File: src/rtl/display_bus_regfile.sv
// -----------------------------------------------------------------------------
// display_bus_regfile
// Bus-slave register block feeding the 7-segment scanner. A bus master fills a
// 32-bit shadow buffer byte by byte, then commits it. The commit replaces the
// visible display word in one step. A free-running count mode and a readback
// path are also provided.
//
// Ports:
//   clk        system clock
//   clr        synchronous active-high reset, highest priority
//   req        bus request, held by the master until it sees ack
//   we         1 = write, 0 = read (sampled at acceptance)
//   addr[2:0]  register address (sampled at acceptance)
//   wdata[7:0] write data (sampled at acceptance)
//   ack        one-cycle transfer-complete pulse
//   rdata[7:0] read data, valid in the ack cycle and held until the next ack
//   disp_data  32-bit display word, digit 7 in bits [31:28]
//   busy       high from acceptance until the handshake returns to idle
//
// Register map:
//   0..3  shadow bytes (R/W)
//   4     ctrl: bit0 COMMIT (pulse), bit1 CLEAR_SHADOW (pulse), bit2 COUNT_EN
//   5     status (RO): bit0 shadow != disp_data, bit1 COUNT_EN
//   6..7  reserved: writes are ignored, reads return 0
// -----------------------------------------------------------------------------
module display_bus_regfile #(
    parameter int unsigned WAIT_CYCLES = 2,
    parameter int unsigned CNT_DIV     = 1000
) (
    input  logic        clk,
    input  logic        clr,
    input  logic        req,
    input  logic        we,
    input  logic [2:0]  addr,
    input  logic [7:0]  wdata,
    output logic        ack,
    output logic [7:0]  rdata,
    output logic [31:0] disp_data,
    output logic        busy
);

    localparam int unsigned        PRESC_W   = (CNT_DIV > 1) ? $clog2(CNT_DIV) : 1;
    localparam logic [PRESC_W-1:0] PRESC_MAX = PRESC_W'(CNT_DIV - 1);
    localparam logic [3:0]         WAIT_LOAD = 4'(WAIT_CYCLES);

    typedef enum logic [1:0] {
        S_IDLE = 2'd0,
        S_WAIT = 2'd1,
        S_ACK  = 2'd2,
        S_HOLD = 2'd3
    } state_t;

    state_t               r_state;
    logic [3:0]           r_wait_cnt;
    logic                 r_we;
    logic [2:0]           r_addr;
    logic [7:0]           r_wdata;
    logic                 r_ack;
    logic                 r_busy;
    logic [7:0]           r_rdata;
    logic [31:0]          r_shadow;
    logic [31:0]          r_disp;
    logic                 r_count_en;
    logic [PRESC_W-1:0]   r_presc;

    logic                 w_wr;
    logic                 w_wr_byte;
    logic                 w_wr_ctrl;
    logic                 w_commit;
    logic                 w_clear;
    logic                 w_inc;

    assign ack       = r_ack;
    assign busy      = r_busy;
    assign rdata     = r_rdata;
    assign disp_data = r_disp;

    // Register writes land on the edge that ends the ack cycle.
    assign w_wr      = (r_state == S_ACK) && r_we;
    assign w_wr_byte = w_wr && (r_addr[2] == 1'b0);
    assign w_wr_ctrl = w_wr && (r_addr == 3'd4);
    assign w_commit  = w_wr_ctrl && r_wdata[0];
    assign w_clear   = w_wr_ctrl && r_wdata[1];
    assign w_inc     = r_count_en && (r_presc == PRESC_MAX);

    // Read mux over the current register contents.
    function automatic logic [7:0] f_read(input logic [2:0] a);
        logic [7:0] v;
        v = 8'h00;
        case (a)
            3'd0:    v = r_shadow[7:0];
            3'd1:    v = r_shadow[15:8];
            3'd2:    v = r_shadow[23:16];
            3'd3:    v = r_shadow[31:24];
            3'd4:    v = {5'b0, r_count_en, 2'b00};
            3'd5:    v = {6'b0, r_count_en, (r_shadow != r_disp)};
            default: v = 8'h00;
        endcase
        return v;
    endfunction

    // Handshake FSM with registered ack/busy/rdata.
    always_ff @(posedge clk) begin
        if (clr) begin
            r_state    <= S_IDLE;
            r_wait_cnt <= 4'd0;
            r_we       <= 1'b0;
            r_addr     <= 3'd0;
            r_wdata    <= 8'h00;
            r_ack      <= 1'b0;
            r_busy     <= 1'b0;
            r_rdata    <= 8'h00;
        end else begin
            case (r_state)
                S_IDLE: begin
                    r_ack <= 1'b0;
                    if (req) begin
                        r_we       <= we;
                        r_addr     <= addr;
                        r_wdata    <= wdata;
                        r_wait_cnt <= WAIT_LOAD;
                        r_busy     <= 1'b1;
                        if (WAIT_LOAD == 4'd0) begin
                            // No wait states: the latched fields are not
                            // visible yet, so read from the live address.
                            r_state <= S_ACK;
                            r_ack   <= 1'b1;
                            r_rdata <= f_read(addr);
                        end else begin
                            r_state <= S_WAIT;
                        end
                    end
                end
                S_WAIT: begin
                    r_wait_cnt <= r_wait_cnt - 4'd1;
                    if (r_wait_cnt == 4'd1) begin
                        r_state <= S_ACK;
                        r_ack   <= 1'b1;
                        r_rdata <= f_read(r_addr);
                    end
                end
                S_ACK: begin
                    r_ack   <= 1'b0;
                    r_state <= S_HOLD;
                end
                S_HOLD: begin
                    r_ack <= 1'b0;
                    if (!req) begin
                        r_state <= S_IDLE;
                        r_busy  <= 1'b0;
                    end
                end
                default: begin
                    r_state <= S_IDLE;
                    r_ack   <= 1'b0;
                    r_busy  <= 1'b0;
                end
            endcase
        end
    end

    // Shadow buffer: byte writes and clear.
    always_ff @(posedge clk) begin
        if (clr) begin
            r_shadow <= 32'h0;
        end else if (w_clear) begin
            r_shadow <= 32'h0;
        end else if (w_wr_byte) begin
            case (r_addr[1:0])
                2'd0:    r_shadow[7:0]   <= r_wdata;
                2'd1:    r_shadow[15:8]  <= r_wdata;
                2'd2:    r_shadow[23:16] <= r_wdata;
                default: r_shadow[31:24] <= r_wdata;
            endcase
        end
    end

    // Display word: commit beats a coincident count increment.
    always_ff @(posedge clk) begin
        if (clr) begin
            r_disp <= 32'h0;
        end else if (w_commit) begin
            r_disp <= r_shadow;
        end else if (w_inc) begin
            r_disp <= r_disp + 32'd1;
        end
    end

    // COUNT_EN is sticky: every ctrl write reloads it from bit 2.
    always_ff @(posedge clk) begin
        if (clr) begin
            r_count_en <= 1'b0;
        end else if (w_wr_ctrl) begin
            r_count_en <= r_wdata[2];
        end
    end

    // Prescaler runs only in count mode and parks at 0 otherwise.
    always_ff @(posedge clk) begin
        if (clr || !r_count_en) begin
            r_presc <= '0;
        end else if (w_inc) begin
            r_presc <= '0;
        end else begin
            r_presc <= r_presc + PRESC_W'(1);
        end
    end

endmodule
File: config.mk
export PLATFORM = sky130hd
export DESIGN_NAME = display_bus_regfile
export DESIGN_NICKNAME = d
export VERILOG_FILES = /design/src/rtl/display_bus_regfile.sv
export SDC_FILE = /design/constraint.sdc
export NUM_CORES = 1
export LEC_CHECK = 0
export CORE_ASPECT_RATIO = 0.9
export CORE_MARGIN = 4
export CORE_UTILIZATION = 51
export CTS_CLUSTER_SIZE = 16
export DETAILED_ROUTE_END_ITERATION = 8
export PLACE_DENSITY_LB_ADDON = 0.2
export SKIP_CTS_REPAIR_TIMING = 1
export SLEW_MARGIN = 20
export SYNTH_ARGS = -nofsm -noshare
export SYNTH_HDL_FRONTEND = slang
export SYNTH_SLANG_ARGS = --single-unit
File: constraint.sdc
create_clock -name clk -period 2 [get_ports clk]
set_input_delay 0.6 -clock clk [delete_from_list [all_inputs] [get_ports clk]]
set_output_delay 0.6 -clock clk [all_outputs]
set_load 0.1 [all_outputs]
==> run metrics <==
Final setup violation count 0; DR vias/cell 5.96; worst setup margin 0.0194 ns; core area 9830 µm²; combinational power share 0.191; Worst-Skew Late Latency 0.35 ns; die area 11,900 µm²; Port Buf Inserts 56; CP Max Fanout 8; routed via count 4,712; Longest Clk Path Bufs 2; Worst Hold Class reg -> reg; Placer Congestion 0.904; Design Power 4.83 mW; ratio of cells with drive above 1 in the final layout 0.260; first-pass GRT wire length 24.5 mm; Syn-to-layout area delta 35.6%; Yosys top cell area share 0.394; Slew @ Worst Pin 0.615 ns; asr flop ratio synth 0; placed wire-length estimate 11.6 mm; DRC errors left 0; Starting Density 0.532; All-Layer GR Usage 0.260; Netlist Area Pre-Place 5230 µm²; DR iter-0 viols 404; EDFF count, synth 0; Tmin final 1.98 ns; CP endpoint kind flip-flop; Inserted Diodes 0; DP Area 6730 µm²; Max-slew headroom 0.589; commonest cells in the netlist dfxtp_1, nor2_1, nand2_1, xor2_1, mux2i_1; register bit total from synthesis 103; Final Hold Viols 0; number of global-route vias before repair 4,572; Root Driver clkbuf_16; cells after synthesis 580; ranking of synthesized cells by area dfxtp_1, xor2_1, mux2i_1; CTS tree done; worst vdd ir 0.000436 V; skew final 0.00609 ns; CTS buffer count 9; IO Pins 57; Highest Clock Rate 505 MHz; RSZ-0062 raised after global routing yes; CP Class reg -> reg; Die Y 104 µm; Main synth FF type dfxtp_1; Final Max Tran Viols 0; syn nets 603; post-layout instance area 7090 µm²; Net Sw Frac 0.301; top-count cell post-synth dfxtp_1; Leak Pwr 2.92 nW; Pre-antenna DRT Iters 5; row cnt 34; max_cap viols 0; H-tree levels 3; Yosys Warn Count 0; element type at the critical path start flip-flop; clock share of power 0.337; area leader, netlist dfxtp_1; WL final 15.6 mm; worst slack, placed 0.0324 ns; status complete, no violations; Yosys cell types 49; Worst Path Arrival 2.24 ns; clk sinks 103; total grt overflow 0; largest net degree at the start of global routing 65; Worst EP required 2.26 ns; Seq/Total Area, Yosys 0.394; setup TNS 0 ns; initial antenna violation count 0; wire length per cell 19.8 µm; clock transition at the registers of the reported paths 0.07 ns; Int Pwr 3.38 mW; Reg power frac 0.472; final net count 684; pwr/cell area 681 nW/µm²; Routed Antenna Nets 0; number of fillers in the final layout 710; net switching power 1.45 mW; syn avg cell area 9.02 µm²; final worst-path cycle share 0.990; Chip Width 115 µm
registers in the layout, indices dropped and copies added, names as in the netlist:
signal / flops
r_wait_cnt: 4
rdata: 8
r_presc: 10
r_wdata: 8
r_state: 2
ack: 1
r_we: 1
r_count_en: 1
busy: 1
disp_data: 32
r_addr: 3
r_shadow: 32
through the flow:
stage                      util  hold slack, ns  std cells
after floorplan               -           0.430        580
after global placement    0.685           0.468        771
after detailed placement  0.685           0.478        771
after CTS                 0.712           0.487        786
after global routing      0.722           0.524        791
final                     0.722           0.486        791
worst max-delay path, cell delays in order (launching register included):
cell	delay [ns]
dfxtp_4	0.41
nand4_1	0.24
nor4_4	0.46
nand2_2	0.10
or4_4	0.42
a311oi_2	0.26
layer usage:
layer,vias up,track usage,routed length (µm)
li1,2215,-,-
met1,2292,0.360,6810
met2,182,0.411,7480
met3,23,0.0512,1020
met4,0,0.0738,323
met5,-,0,0
layout make-up:
class / instances / area, µm² / area share
clock inverter: 3 / 18.8 / 0.00265
sequential: 103 / 2170 / 0.306
multi-input combinational: 434 / 3080 / 0.434
inverter: 10 / 37.5 / 0.00529
timing repair buffer: 103 / 1390 / 0.195
tap: 126 / 158 / 0.0222
clock buffer: 12 / 246 / 0.0348
logic make-up after synthesis:
logic type	after synthesis	synth area share
flip-flops	103	0.394
AND/OR/NAND/NOR	239	0.252
AO/OA/AOI/OAI	83	0.103
adder cells (fa/ha/maj)	8	0.0191
XOR/XNOR	66	0.110
buffers and inverters	43	0.0337
multiplexers	38	0.0870
layout by cell type, fill, tap and decap left out, types with 9 or more instances in the layout:
cell type,synthesis,routed
nor2_1,81,81
nand4_1,15,15
dfxtp_1,103,68
clkdlybuf4s50_1,0,13
mux2i_1,32,32
and3_1,9,9
xor2_1,48,48
inv_1,10,10
buf_4,1,41
xnor2_1,18,18
nand2_1,48,48
clkbuf_16,0,9
a21oi_1,25,25
buf_12,0,46
dfxtp_4,0,26
a211oi_1,31,29
o21ai_0,11,11
dfxtp_2,0,9
nand3_1,27,27
path summary, 6_finish.rpt:
path	cells after the start	end	startpoint	slack, ns
max	5	disp_data[31]$_SDFFE_PP0P_	disp_data[12]$_SDFFE_PP0P_	0.02
min	2	r_addr[1]$_SDFFE_PP0P_	r_addr[1]$_SDFFE_PP0P_	0.49
max reg2reg	5	disp_data[31]$_SDFFE_PP0P_	disp_data[12]$_SDFFE_PP0P_	0.02
min reg2reg	2	r_addr[1]$_SDFFE_PP0P_	r_addr[1]$_SDFFE_PP0P_	0.49
power by group through the flow:
stage / Sequential, mW / Clock [mW] / Combinational (mW)
floorplan: 2.33 / 0 / 0.586
global placement: 2.30 / 0 / 0.883
detailed placement: 2.32 / 0 / 0.922
CTS: 2.27 / 1.63 / 0.925
global route: 2.29 / 1.72 / 1.03
finish: 2.28 / 1.63 / 0.924
Power figures use the tool's default switching activity.
